`config.mk`:
```
export PLATFORM = sky130hd
export DESIGN_NAME = seq_det_param
export DESIGN_NICKNAME = d
export VERILOG_FILES = /design/src/rtl/seq_det_param.sv
export SDC_FILE = /design/constraint.sdc
export NUM_CORES = 1
export LEC_CHECK = 0
export CORE_AREA = 2 2 39 41
export CTS_CLUSTER_DIAMETER = 80
export DETAILED_ROUTE_END_ITERATION = 8
export DIE_AREA = 0 0 41 43
export PLACE_DENSITY = 0.58
export SYNTH_ARGS = -nofsm -noshare
export SYNTH_HDL_FRONTEND = slang
export SYNTH_SLANG_ARGS = --single-unit
```
`constraint.sdc`:
```
create_clock -name clk -period 4.1 [get_ports clk]
set_input_delay 0.82 -clock clk [delete_from_list [all_inputs] [get_ports clk]]
set_output_delay 0.82 -clock clk [all_outputs]
set_load 0.02 [all_outputs]
```
`src/rtl/seq_det_param.sv`:
```
// seq_det_param: runtime-loadable Mealy serial-pattern detector.
// Define SEQ_DET_COUNT_EN to add the saturating match_cnt output.
module seq_det_param #(
  parameter int PAT_W = 4,
  parameter logic [PAT_W-1:0] DEFAULT_PAT = PAT_W'(4'b1011),
  parameter int CNT_W = 8
) (
  input  logic             clk,
  input  logic             rst,
  input  logic             en,
  input  logic             x,
  input  logic             load,
  input  logic [PAT_W-1:0] pat_in,
  input  logic             overlap,
`ifdef SEQ_DET_COUNT_EN
  output logic             y,
  output logic [CNT_W-1:0] match_cnt
`else
  output logic             y
`endif
);

  localparam int FW = $clog2(PAT_W);
  localparam logic [FW-1:0] FILL_MAX = FW'(PAT_W - 1);

  generate
    if (PAT_W < 2 || PAT_W > 32) begin : g_bad_pat_w
      $error("PAT_W out of range 2..32");
    end
    if (CNT_W < 1) begin : g_bad_cnt_w
      $error("CNT_W must be at least 1");
    end
  endgenerate

  logic [PAT_W-1:0] pat_r, pat_nx;
  logic [PAT_W-2:0] hist, hist_nx, hist_sh;
  logic [FW-1:0]    fill, fill_nx;
  logic             hit;

  // A 2-bit pattern keeps a single history bit, so the shift
  // degenerates to a plain copy of the incoming bit.
  generate
    if (PAT_W == 2) begin : g_sh1
      assign hist_sh = x;
    end else begin : g_shn
      assign hist_sh = {hist[PAT_W-3:0], x};
    end
  endgenerate

  // Mealy match and next-state selection; load wins over en.
  always_comb begin
    pat_nx  = pat_r;
    hist_nx = hist;
    fill_nx = fill;
    hit     = (fill == FILL_MAX) && ({hist, x} == pat_r);
    y       = rst & en & ~load & hit;
    if (load) begin
      pat_nx  = pat_in;
      hist_nx = '0;
      fill_nx = '0;
    end else if (en) begin
      if (y && !overlap) begin
        hist_nx = '0;
        fill_nx = '0;
      end else begin
        hist_nx = hist_sh;
        fill_nx = (fill == FILL_MAX) ? fill : fill + FW'(1);
      end
    end
  end

  // Pattern, history and fill registers.
  always_ff @(posedge clk or negedge rst) begin
    if (!rst) begin
      pat_r <= DEFAULT_PAT;
      hist  <= '0;
      fill  <= '0;
    end else begin
      pat_r <= pat_nx;
      hist  <= hist_nx;
      fill  <= fill_nx;
    end
  end

`ifdef SEQ_DET_COUNT_EN
  // Saturating match counter, cleared on pattern load.
  always_ff @(posedge clk or negedge rst) begin
    if (!rst) begin
      match_cnt <= '0;
    end else if (load) begin
      match_cnt <= '0;
    end else if (y && match_cnt != {CNT_W{1'b1}}) begin
      match_cnt <= match_cnt + CNT_W'(1);
    end
  end
`endif

endmodule
```
### Yosys cells after proc, flatten, opt, wreduce, memory -nomap -nowiden

Index checks and enable logic that the tools add are counted.

| operators by class | value |
|---|---|
| shift-type cells | 0 |
| equal/unequal tests | 3 |
| muxes and demuxes | 7 |
| reduce and logical (&&, ||, !) cells | 5 |
| multiply operators | 0 |
| bitwise logic cells | 4 |
| add/sub/neg operators | 1 |
| magnitude comparators | 0 |
| div/mod/pow operators | 0 |

Operators by type and width:

| kind | number |
|---|---|
| $mux 3 | 3 |
| $mux 2 | 4 |
| $eq 4x4->1 | 1 |
| $and 1x1->1 | 3 |
| $ne 3x3->1 const B | 1 |
| $add 2x1->2 const B | 1 |
| $eq 2x2->1 const B | 1 |
| $logic_and 1x1->1 | 2 |
| $reduce_and 2->1 | 1 |
| $reduce_bool 2->1 | 1 |
| $logic_not 1->1 | 1 |
| $not 1->1 | 1 |

| storage, ports and cells | value |
|---|---|
| logic and storage cells | 23 |
| latch bits | 0 |
| register bits after elaboration | 9 |
| bits in writable memories | 0 |
| bits in read-only memories | 0 |
| memories kept | 0 |

### Depth between registers and ports, before layout

Gate-level depths: netlist of run 1.

| depth | value |
|---|---|
| word-level depth | 7 |
| depth in mapped cells | 5 |
| gate-level depth less buffers | 5 |

### Worst setup path before layout of run 1

No wires, ideal clock.

| path | value |
|---|---|
| path kind | input port to output port |
| start point | input load |
| end point | output y |
| arrival time | 1.477 ns |
| stages | 3 |
| setup slack | 1.803 ns |
| path through | and4b_1 -> nand4_2 -> nor2_1 |

| between the ends | value |
|---|---|
| longest elaborated chain between the ends | 3 |

Ends and longest elaborated chain:

| element | RTL line | text |
|---|---|---|
| start: declaration | 12 | `input logic load,` |
| $not 1->1 | 56 | `y = rst & en & ~load & hit;` |
| $and 1x1->1 (2 in series) | 56 |  |
| end: declaration | 19 | `output logic y` |

No other way between the ends.

### Worst setup path after layout of run 1

Ends and elaborated chain as after synthesis.

==> flow_metrics.env, run 1 <==
export IMPL_status="finished, final reports clean"
export IMPL_syn2layout_area_growth_pct=33.1
export IMPL_fin_crit_sh_pct=81.2
export IMPL_synthArstFlopShare_pct=100
export IMPL_worst_slew_pin_transition_ps=392
export IMPL_ys_seq_area_share_pct=48.0
export IMPL_cpLargestDelayFamily="buffers and inverters"
export IMPL_cts_tree="done"
export IMPL_drc=0
export IMPL_io_buffers=10
export IMPL_drv_slew=0
export IMPL_initial_core_util_pct=34.4
export IMPL_cp_end_kind="primary output"
export IMPL_wire_per_inst_um=14.1
export IMPL_path_buf_inv=3
export IMPL_synth_mux_area_share_pct=11.5
export IMPL_arrival_ps=2510
export IMPL_dr_pass1_iters=2
export IMPL_cpMostUsedCell="clkdlybuf4s50_1"
export IMPL_synth_seq_cells=9
export IMPL_clkSinkCount=9
export IMPL_finalHoldViolCount=0
export IMPL_ios=11
export IMPL_via_count=377
export IMPL_fillers=148
export IMPL_syn_inst=40
export IMPL_numCtsBuffers=3
export IMPL_max_freq_ghz=0.300
export IMPL_placed_cells=67
export IMPL_grt_max_degree=14
export IMPL_clk_path_buf_depth=2
export IMPL_cpMaxStageDelayCell="clkdlybuf4s50_1"
export IMPL_cts_setup_buffers=0
export IMPL_relSlewSlack_pct=73.7
export IMPL_antenna_cells=0
export IMPL_setup_viol=0
export IMPL_ff_latch_area_um2=229
export IMPL_drt_iter0_markers=8
export IMPL_synth_xor_xnor_area_share_pct=7.35
export IMPL_crit_fanout=13
export IMPL_finalSetupTns_ps=0
export IMPL_grt_first_pass_wirelength_mm=1.72
export IMPL_synth_top_family_by_area="simple AND/OR/NAND/NOR gates"
export IMPL_ant_nets=0
export IMPL_antenna_found_initial=0
export IMPL_period_needed_ps=3330
export IMPL_final_common_cell="clkdlybuf4s50_1"
export IMPL_clk_transition_reported_paths_ps=60
export IMPL_fp_dieH_um=43
export IMPL_layout_drive_gt1_share_pct=25.5
export IMPL_required_ps=3280
export IMPL_htree_levels=1
export IMPL_die_area_um2=1760
export IMPL_leakagePower_nw=0.255
export IMPL_cp_start_kind="input port"
export IMPL_nets=67
export IMPL_multi_input_area_um2=240
export IMPL_final_util_pct=45.8
export IMPL_synth_distinct_cells=22
export IMPL_gr_usage_all_layers_pct=15.5
export IMPL_cp_cell_sequence="clkdlybuf4s50_1 > buf_4 > and4b_1 > nand4_2 > nor2_1 > clkdlybuf4s50_1"
export IMPL_powerDensity_nw_per_um2=330
export IMPL_hold_buffers=0
export IMPL_slowest_delay_ps=610
export IMPL_avgViaCountPerCell=5.31
export IMPL_stdcell_count=71
export IMPL_yosys_warnings=0
export IMPL_path_class="in -> out"
export IMPL_synthFlopType="dfrtp_1"
export IMPL_dp_slack_ps=771
export IMPL_finalWirelength_mm=1.00
export IMPL_postLayoutSetupSlackWorst_ps=770
export IMPL_grt_pass1_vias=380
export IMPL_hp_class="reg -> reg"
export IMPL_rsz0062_at_grt="no"
export IMPL_clk_latency_ps=270
export IMPL_synth_compound_area_share_pct=12.1
export IMPL_die_width_um=41
export IMPL_cts_resized=0
export IMPL_synth_edf_count=0
export IMPL_syn_num_nets=51
export IMPL_max_cap_viol_count=0
export IMPL_mostFrequentLayoutCells="10 x clkdlybuf4s50_1, 6 x dfrtp_1, 4 x mux2_2, 4 x nand2b_1"
export IMPL_synthSimpleGateAreaFrac_pct=16.8
export IMPL_synth_avg_cell_area_um2=11.9
export IMPL_ir_drop_v=0.000167
export IMPL_synth_fa_ha_area_share_pct=2.62
export IMPL_floorplan_rows=14
export IMPL_clock_skew_ps=3.05
export IMPL_core_area_um2=1380
export IMPL_place_congestion=0.761
export IMPL_cts_root_buf="clkbuf_4"
export IMPL_grt_overflow_total=0
export IMPL_syn_area_um2=477
## synthesized netlist by cell type, types with 2 or more instances
cell      count  area, µm²
xnor2_1       3       26.3
nand2b_1      4       25.0
nand3b_1      2       15.0
a21oi_1       2       10.0
dfstp_2       3       78.8
dfrtp_1       6        150
nor3_1        2       10.0
mux2_2        4       45.0
## metal layers
| layer | vias to the layer above | GRT usage, % | wire [µm] |
|---|---|---|---|
| met1 | 186 | 18.4 | 409 |
| met3 | 5 | 4.71 | 53 |
| met2 | 9 | 22.2 | 503 |
| li1 | 177 | - | - |
| met4 | 0 | 12.0 | 37 |
| met5 | - | 0 | 0 |
## final cells by class
cell class                      count  share of cell area (%)
Timing Repair Buffer               12                    18.1
Sequential cell                     9                    36.1
Inverter                            1                   0.592
Clock buffer                        4                    4.14
Multi-Input combinational cell     29                    37.9
Tap cell                           16                    3.16
## power breakdown
part / internal [mW] / total, mW / switching, mW / leakage (nW)
Combinational: 0.0202 / 0.0346 / 0.0144 / 0.129
Clock: 0.0377 / 0.0719 / 0.0342 / 0.0150
Sequential: 0.0978 / 0.103 / 0.00509 / 0.111
Total: 0.156 / 0.209 / 0.0536 / 0.255
## registers in the layout (all words and copies together) (netlist names)
name   flops
hist       3
pat_r      4
fill       2
## path summary, 6_finish.rpt
path / from / end / slack [ps] / cells past startpoint
worst max-delay path: load / y / 770 / 6
worst min-delay path: pat_r[2] / pat_r[2] / 550 / 1
worst max register to register: fill[0] / hist[1] / 2490 / 5
worst min register to register: pat_r[2] / pat_r[2] / 550 / 1
max in group asynchronous: rst / pat_r[3] / 3010 / 2
min in group asynchronous: rst / hist[0] / 870 / 2
## through the flow
step / power [mW] / hold WS [ps] / area, µm²
after floorplan: 0.122 / 498 / 477
after global placement: 0.138 / 522 / 608
after detailed placement: 0.139 / 529 / 608
after CTS: 0.213 / 543 / 634
after global routing: 0.221 / 560 / 634
final: 0.209 / 546 / 634
## cells by family (layout without fill, tap and decap cells)
group / count (synthesis) / count (layout)
and+or+nand+nor: 12 / 12
buffers and inverters: 2 / 17
AOI/OAI and AO/OA: 7 / 7
DFF: 9 / 9
adders and majority gates: 1 / 1
muxes: 5 / 5
xor gates and xnor gates: 4 / 4
(Power assumes the default switching activity.)
==> run 2, diff against run 1 <==
Clock period 4.1 ns to 3.4 ns, I/O delays scaled along.
==> run 2 against run 1 <==
Against the previous run:
- first-iteration DRC count up 38%
- critical path depth decreased by 1
- sequential power up 20%
- hold slack got worse by 7.0 ps
- global-route usage down 0.45 points
- cell area unchanged
- register-to-register slack worse by 720 ps
==> flow_metrics.env, run 2 (synthesis gave the netlist of run 1 again) <==
export IMPL_numCtsBuffers=3
export IMPL_gr_usage_all_layers_pct=15.1
export IMPL_leakagePower_nw=0.255
export IMPL_reg_largest_list="pat_r: 4 flops, hist: 3 flops, fill: 2 flops"
export IMPL_dr_pass1_iters=4
export IMPL_avgViaCountPerCell=5.18
export IMPL_clk_transition_reported_paths_ps=60
export IMPL_antenna_found_initial=0
export IMPL_die_area_um2=1760
export IMPL_grt_max_degree=13
export IMPL_hold_buffers=0
export IMPL_cts_resized=0
export IMPL_wire_per_inst_um=13.8
export IMPL_hp_class="reg -> reg"
export IMPL_core_area_um2=1380
export IMPL_cp_start_kind="input port"
export IMPL_path_class="in -> out"
export IMPL_setup_viol=0
export IMPL_via_count=368
export IMPL_period_needed_ps=3010
export IMPL_antenna_cells=0
export IMPL_worst_slew_pin_transition_ps=381
export IMPL_mostFrequentLayoutCells="10 x clkdlybuf4s50_1, 6 x dfrtp_1, 4 x mux2_2, 4 x nand2b_1"
export IMPL_grt_pass1_vias=394
export IMPL_rsz0062_at_grt="no"
export IMPL_dp_hpwl_um=767
export IMPL_crit_fanout=6
export IMPL_syn2layout_area_growth_pct=33.1
export IMPL_largest_reg_flops=4
export IMPL_cts_setup_buffers=0
export IMPL_stdcell_count=71
export IMPL_ff2ff_setup_slack_ps=1770
export IMPL_finalWirelength_um=983
export IMPL_max_cap_viol_count=0
export IMPL_ant_nets=0
export IMPL_hold_slack_ps=539
export IMPL_met3_usage_pct=4.71
export IMPL_final_common_cell="clkdlybuf4s50_1"
export IMPL_place_congestion=0.747
export IMPL_drt_iter0_markers=11
export IMPL_nets=67
export IMPL_max_freq_ghz=0.332
export IMPL_clock_skew_ps=1.68
export IMPL_drc=0
export IMPL_required_ps=2720
export IMPL_largest_register="pat_r"
export IMPL_grt_first_pass_wirelength_mm=1.68
export IMPL_cts_root_buf="clkbuf_4"
export IMPL_fin_crit_sh_pct=88.5
export IMPL_floorplan_rows=14
export IMPL_clk_path_buf_depth=2
export IMPL_cts_tree="done"
export IMPL_cp_end_kind="primary output"
export IMPL_use_met1_pct=17.2
export IMPL_placed_cells=67
export IMPL_initial_core_util_pct=34.4
export IMPL_finalHoldViolCount=0
export IMPL_arrival_ps=2330
export IMPL_grt_overflow_total=0
export IMPL_clkSinkCount=9
export IMPL_powerDensity_nw_per_um2=386
export IMPL_relSlewSlack_pct=74.4
export IMPL_htree_levels=1
export IMPL_layout_drive_gt1_share_pct=25.5
export IMPL_top_usage_layer="met2"
export IMPL_clk_latency_ps=250
export IMPL_ir_drop_v=0.000167
export IMPL_fillers=133
export IMPL_drv_slew=0
export IMPL_die_width_um=41
export IMPL_ios=11
export IMPL_grt_met2_usage_pct=21.9
export IMPL_status="finished, final reports clean"
export IMPL_finalSetupTns_ps=0
export IMPL_io_buffers=10
export IMPL_fp_dieH_um=43
## run 2: cell counts in the layout (fill, tap and decap cells not counted)
No cell type changed its count.
## run 2: cell type report
class,instances,area (µm²),share of cell area [%]
Sequential cell,9,229,36.1
Clock buffer,4,26.3,4.14
Multi-Input combinational cell,29,240,37.9
Inverter,1,3.75,0.592
Tap cell,16,20.0,3.16
Timing Repair Buffer,12,115,18.1
## run 2: power by group
| group | internal, mW | switching [mW] | total, mW |
|---|---|---|---|
| sequential | 0.118 | 0.00623 | 0.124 |
| combinational | 0.0244 | 0.0177 | 0.0421 |
| clock | 0.0450 | 0.0335 | 0.0785 |
| total | 0.187 | 0.0574 | 0.245 |
## run 2: worst paths after layout
path,cells after the start,startpoint,end
hold / removal,2,hist[2],hist[2]
min in group asynchronous,2,rst,fill[1]
hold reg to reg,2,hist[2],hist[2]
setup reg to reg,5,fill[0],hist[1]
max in group asynchronous,2,rst,pat_r[3]
setup / recovery,5,en,y
## run 2: critical path, cell delays in order
cell and delay (ps):
clkdlybuf4s50_1 560, and4b_1 230, nand4_2 130, nor2_1 120, clkdlybuf4s50_1 600
## run 2: metal layers
metal / vias to the layer above / wire length [µm]
li1: 178 / -
met1: 180 / 391
met2: 8 / 536
met3: 2 / 44
met4: 0 / 11
met5: - / 0
## run 2: stage by stage
stage	cell area [µm²]	utilization (%)	total power, mW	setup WS [ps]
floorplan	477	-	0.147	1380
global placement	608	43.9	0.166	417
detailed placement	608	43.9	0.169	387
CTS	634	45.8	0.252	378
global route	634	45.8	0.268	281
finish	634	45.8	0.245	390
==> run 3, diff against run 2 <==
Settings changed: CTS_CLUSTER_DIAMETER 80 to 100.
==> results of run 3 <==
Final layout, timing and power as in run 2 (identical DEF).
==> patch 1 (config.mk and constraints of run 3) <==
The parameter `PAT_W` goes from 4 to 2.
--- a/src/rtl/seq_det_param.sv
+++ b/src/rtl/seq_det_param.sv
@@ -1,7 +1,7 @@
 // seq_det_param: runtime-loadable Mealy serial-pattern detector.
 // Define SEQ_DET_COUNT_EN to add the saturating match_cnt output.
 module seq_det_param #(
-  parameter int PAT_W = 4,
+  parameter int PAT_W = 2,
   parameter logic [PAT_W-1:0] DEFAULT_PAT = PAT_W'(4'b1011),
   parameter int CNT_W = 8
 ) (
Ports: changed (resized pat_in); port bits go from 11 to 9. No check against the original RTL was run, so the function may have changed too.
==> patch 1 against run 3 <==
Setup slack improved by 0.035 ns. Global-route usage is 8.4 points lower. Via count is 47% lower. Non-clock buffer count is 4 lower. Sequential power fell by 53%. Wire length is 50% lower. First-iteration DRC count decreased by 100%. Area after synthesis is 54% lower. Utilization is 21 points lower. Synthesized cell count down 53%. Final area down 46%. Sequential cell count fell by 5. Total power down 40%. Critical path type unchanged. Largest cell class unchanged. Largest power group is now clock.
==> patch 1: results (changes against run 3) <==
The mean routed wirelength per cell came out at 10.49 um (was 13.85 um). The via count is 196 (was 368), and the largest voltage drop on the vdd net is 226.8 uV (was 166.7 uV). The count of port buffers added during placement was 8 (was 10). Flip-flop cell with the highest count after synthesis: sky130_fd_sc_hd__dfstp_2 (was sky130_fd_sc_hd__dfrtp_1).

The share of cell area taken by muxes after synthesis was 10.29% (was 11.55%). The largest fanout of any net on the critical path works out to 5 (was 6). The final weighted congestion of routability-driven global placement is 0.5951 (was 0.7471), and the total placed instance area is 319.1 sq um (was 608.1 sq um).

The run finished with clean final reports. The overall global routing resource usage was 6.653% (was 15.10%); the HPWL reported at the end of detailed placement was 356.4 um (was 767.1 um). Top post-synthesis cells by count: sky130_fd_sc_hd__dfrtp_1 (2), sky130_fd_sc_hd__dfstp_2 (2), sky130_fd_sc_hd__mux2_2 (2), sky130_fd_sc_hd__nor3_1 (2), sky130_fd_sc_hd__xor2_1 (2) (was sky130_fd_sc_hd__dfrtp_1 (6), sky130_fd_sc_hd__mux2_2 (4), sky130_fd_sc_hd__nand2b_1 (4)). The tools report the worst reg2reg path startpoint as pat_r[0] (was fill[0]). Launch instance of the worst min-delay path: fill (was hist[2]). The run gives 27 (was 51) as the synthesized net count. The cell with the largest stage delay on the worst path is sky130_fd_sc_hd__clkdlybuf4s50_1 (unchanged). The logs give 159 (was 133) for the total of fill cells in the finished design and 0 (unchanged) for the final antenna diode count. The detailed-router iteration count before antenna repair came out at 1 (was 4). The unique cell type count in the Yosys netlist was 14 (was 22).

The xor/xnor cell area share of the yosys netlist is 8.000% (was 7.349%), and the largest net degree at the start of global routing is 7 (was 13). The run gives 179 (was 394) as the number of global-route vias before repair. The tools report the worst-case setup slack after placement as 0.4239 ns (was 0.3869 ns).

Final-layout worst hold slack: 0.5745 ns (was 0.5392 ns). The final non-filler cell total was 47 (was 71); the post-synthesis share of cell area spent on full adders, half adders and majority gates was 0% (was 2.625%). The tools report the signal arrival time at the worst endpoint as 2.29 ns (was 2.33 ns).

The biggest cell delay along the critical path was 0.64 ns (was 0.60 ns). The tools report the register area share after synthesis as 46.86% (was 48.03%). The share of the synthesized area in compound gates (AO/OA/AOI/OAI) is 13.14% (was 12.07%). Async set or reset register ratio after synthesis: 100.0% (unchanged). Number of placed instances with taps included: 43 (was 67). The worst reg2reg path endpoint was hist (was hist[1]).

The number of standard cells after synthesis was 19 (was 40). The register-to-register setup slack was 2.30 ns (was 1.77 ns). The detailed router's first-iteration violation count came out at 0 (was 11). The tools report the worst relative slew slack as 83.25% (was 74.40%). For the number of nets in the layout, the log shows 40 (was 67).

The share of post-route cells with drive strength above 1 works out to 25.81% (was 25.45%).
patch 1: where the power goes:
part | switching (mW) | internal, mW
registers | 0.00390 | 0.0540
logic | 0.00970 | 0.0142
clock network | 0.0220 | 0.0442
total | 0.0356 | 0.112
patch 1: layer usage:
metal	part of all wire (%)	global-route usage (%)	vias to the layer above
li1	-	-	99
met1	52	8.795	88
met4	0	2.000	0
met3	11	6.806	0
met5	0	0	-
met2	37	7.187	9
patch 1: worst max path at each step:
stage,startpoint,to,slack (ns),depth (start not counted)
finish,rst,y,0.43,4
global route,rst,y,0.36,4
CTS,rst,y,0.41,4
detailed placement,rst,y,0.42,4
global placement,rst,y,0.45,4
floorplan,load,y,1.32,2
patch 1: final cells by class:
class	count	area, sq um	area share [%]
inverter	1	3.754	1.087
tap	16	20.02	5.797
sequential	4	102.6	29.71
timing repair buffer	8	80.08	23.19
multi-input combinational	14	112.6	32.61
clock buffer	4	26.28	7.609
==> patch 2 (settings of run 3) <==
Without the edit above. Register the inputs `en`, `x`, `pat_in` and `overlap` before use. The logic sees them one clock later. The other inputs are not delayed to match.
--- a/src/rtl/seq_det_param.sv
+++ b/src/rtl/seq_det_param.sv
@@ -23,6 +23,18 @@
   localparam int FW = $clog2(PAT_W);
   localparam logic [FW-1:0] FILL_MAX = FW'(PAT_W - 1);
 
+  logic en_q;
+  logic x_q;
+  logic [PAT_W-1:0] pat_q;
+  logic overlap_q;
+
+  always_ff @(posedge clk) begin
+    en_q      <= en;
+    x_q       <= x;
+    pat_q     <= pat_in;
+    overlap_q <= overlap;
+  end
+
   generate
     if (PAT_W < 2 || PAT_W > 32) begin : g_bad_pat_w
       $error("PAT_W out of range 2..32");
@@ -41,9 +53,9 @@
   // degenerates to a plain copy of the incoming bit.
   generate
     if (PAT_W == 2) begin : g_sh1
-      assign hist_sh = x;
+      assign hist_sh = x_q;
     end else begin : g_shn
-      assign hist_sh = {hist[PAT_W-3:0], x};
+      assign hist_sh = {hist[PAT_W-3:0], x_q};
     end
   endgenerate
 
@@ -52,14 +64,14 @@
     pat_nx  = pat_r;
     hist_nx = hist;
     fill_nx = fill;
-    hit     = (fill == FILL_MAX) && ({hist, x} == pat_r);
-    y       = rst & en & ~load & hit;
+    hit     = (fill == FILL_MAX) && ({hist, x_q} == pat_r);
+    y       = rst & en_q & ~load & hit;
     if (load) begin
-      pat_nx  = pat_in;
+      pat_nx  = pat_q;
       hist_nx = '0;
       fill_nx = '0;
-    end else if (en) begin
-      if (y && !overlap) begin
+    end else if (en_q) begin
+      if (y && !overlap_q) begin
         hist_nx = '0;
         fill_nx = '0;
       end else begin
Function: changed (Yosys sat finds a counterexample within 4 cycles, from zero or initial values and one cycle with rst low).
==> patch 2 against run 3 <==
Count of clock-buffer cells in the layout did not move. Critical path type unchanged. Wire length increased by 5.9%. Synthesized cell count increased by 20%. Setup slack better by 0.078 ns. Combinational power down 3%. Area after synthesis up 29%. Sequential power increased by 72%. Total power is 53% higher. Non-clock buffer count unchanged. Maximum frequency is 2.7% higher. Final cell count increased by 11%. Sequential cell count increased by 7. Highest routed layer unchanged. Final area grew 24%. Global-route usage up 0.15 points.
==> patch 2: results (changes against run 3) <==
The run gives 75 (was 67) as the number of nets in the layout. Signal arrival time at the worst endpoint: 2.25 ns (was 2.33 ns). Top area cells in the synthesized netlist: sky130_fd_sc_hd__dfrtp_1 (24%), sky130_fd_sc_hd__dfxtp_1 (23%), sky130_fd_sc_hd__dfstp_2 (13%) (was sky130_fd_sc_hd__dfrtp_1 (31%), sky130_fd_sc_hd__dfstp_2 (17%), sky130_fd_sc_hd__mux2_2 (9.4%)). The synthesized net count is 59 (was 51), and the largest voltage drop on the vdd net is 273.6 uV (was 166.7 uV). Flip-flop cell with the highest count after synthesis: sky130_fd_sc_hd__dfxtp_1 (was sky130_fd_sc_hd__dfrtp_1).

The total length of routed wires was 1.041 mm (was 983 um); the instance count along the most critical hold path was 1 (was 2). The clock transition at the registers of the reported paths is 0.09 ns (was 0.06 ns). Top post-synthesis cells by count: sky130_fd_sc_hd__dfxtp_1 (7), sky130_fd_sc_hd__dfrtp_1 (6), sky130_fd_sc_hd__a21oi_1 (4), sky130_fd_sc_hd__mux2_2 (4) (was sky130_fd_sc_hd__dfrtp_1 (6), sky130_fd_sc_hd__mux2_2 (4), sky130_fd_sc_hd__nand2b_1 (4)). The number of global-route vias before repair was 451 (was 394); the async set or reset register ratio after synthesis was 56.25% (was 100.0%). The final weighted congestion of routability-driven global placement was 0.7846 (was 0.7471); the deepest clock path buffer count was 2 (unchanged). The tools report the register area share after synthesis as 59.84% (was 48.03%). The unique cell type count in the Yosys netlist was 20 (was 22); the clock skew after layout was 0.01053 ns (was 0.001684 ns). The largest net degree at the start of global routing is 12 (was 13), and the clock latency reported for the late side of the worst-skew pair is 0.28 ns (was 0.25 ns). The net switching component of the power was 82.17 uW (was 57.45 uW); the global-route wire length before repair was 1.766 mm (was 1.683 mm).

The total placed instance area was 748.2 sq um (was 608.1 sq um). The flow ran to the end, and the final reports show no timing, DRC or antenna violations. The slew at the pin with the worst max-slew slack was 0.4212 ns (was 0.3811 ns).

The total of fill cells in the finished design was 121 (was 133); the overall global routing resource usage was 15.25% (was 15.10%). The detailed router's first-iteration violation count was 14 (was 11). Registers with the highest flip-flop counts: pat_q: 4 flops, pat_r: 4 flops, hist: 3 flops (was pat_r: 4 flops, hist: 3 flops, fill: 2 flops).

For the worst-case setup slack after placement, the log shows 0.4629 ns (was 0.3869 ns). The mean number of vias per cell was 5.215 (was 5.183).
patch 2: final timing paths:
check / startpoint / endpoint / slack (ns)
worst max register to register: fill[0] / hist[2] / 1.80
max in group asynchronous: rst / pat_r[1] / 2.47
min in group asynchronous: rst / hist[1] / 0.71
worst min register to register: pat_q[0] / pat_r[0] / 0.47
worst max-delay path: rst / y / 0.47
worst min-delay path: pat_q[0] / pat_r[0] / 0.47
patch 2: cell type report:
type	count	share of cell area (%)
flip-flops and latches	16	47.05
multi-input cells	30	30.62
repair buffers	12	14.67
clock buffers	4	4.625
well taps	16	2.552
inverters	1	0.4785
patch 2: cells by family (layout without fill, tap and decap cells):
kind of cell	after synthesis	count (layout)	synth area share [%]
AO/OA/AOI/OAI	9	9	11.56
XOR/XNOR	4	4	5.681
adder cells (fa/ha/maj)	1	1	2.028
buffers and inverters	2	17	1.216
flip-flops	16	16	59.84
multiplexers	5	5	8.924
AND/OR/NAND/NOR	11	11	10.75
patch 2: metal layers:
metal / global-route usage, % / wire length [um] / vias to the layer above
met3: 4.712 / 40 / 2
met2: 26.88 / 538 / 12
met4: 6.000 / 8 / 0
li1: - / - / 203
met5: 0 / 0 / -
met1: 15.41 / 454 / 195
patch 2: power by group through the flow:
stage	clock network (mW)	registers, mW	logic [mW]
after floorplan	0	0.214	0.0230
after global placement	0	0.216	0.0395
after detailed placement	0	0.217	0.0415
after CTS	0.125	0.213	0.0416
after global routing	0.136	0.215	0.0453
final	0.121	0.213	0.0409
patch 2: through the flow:
step,utilization [%],std cells
6_report,56.69,79
2_1_floorplan,-,48
3_5_place_dp,54.07,75
3_3_place_gp,54.07,75
5_1_grt,56.69,79
4_1_cts,56.69,79
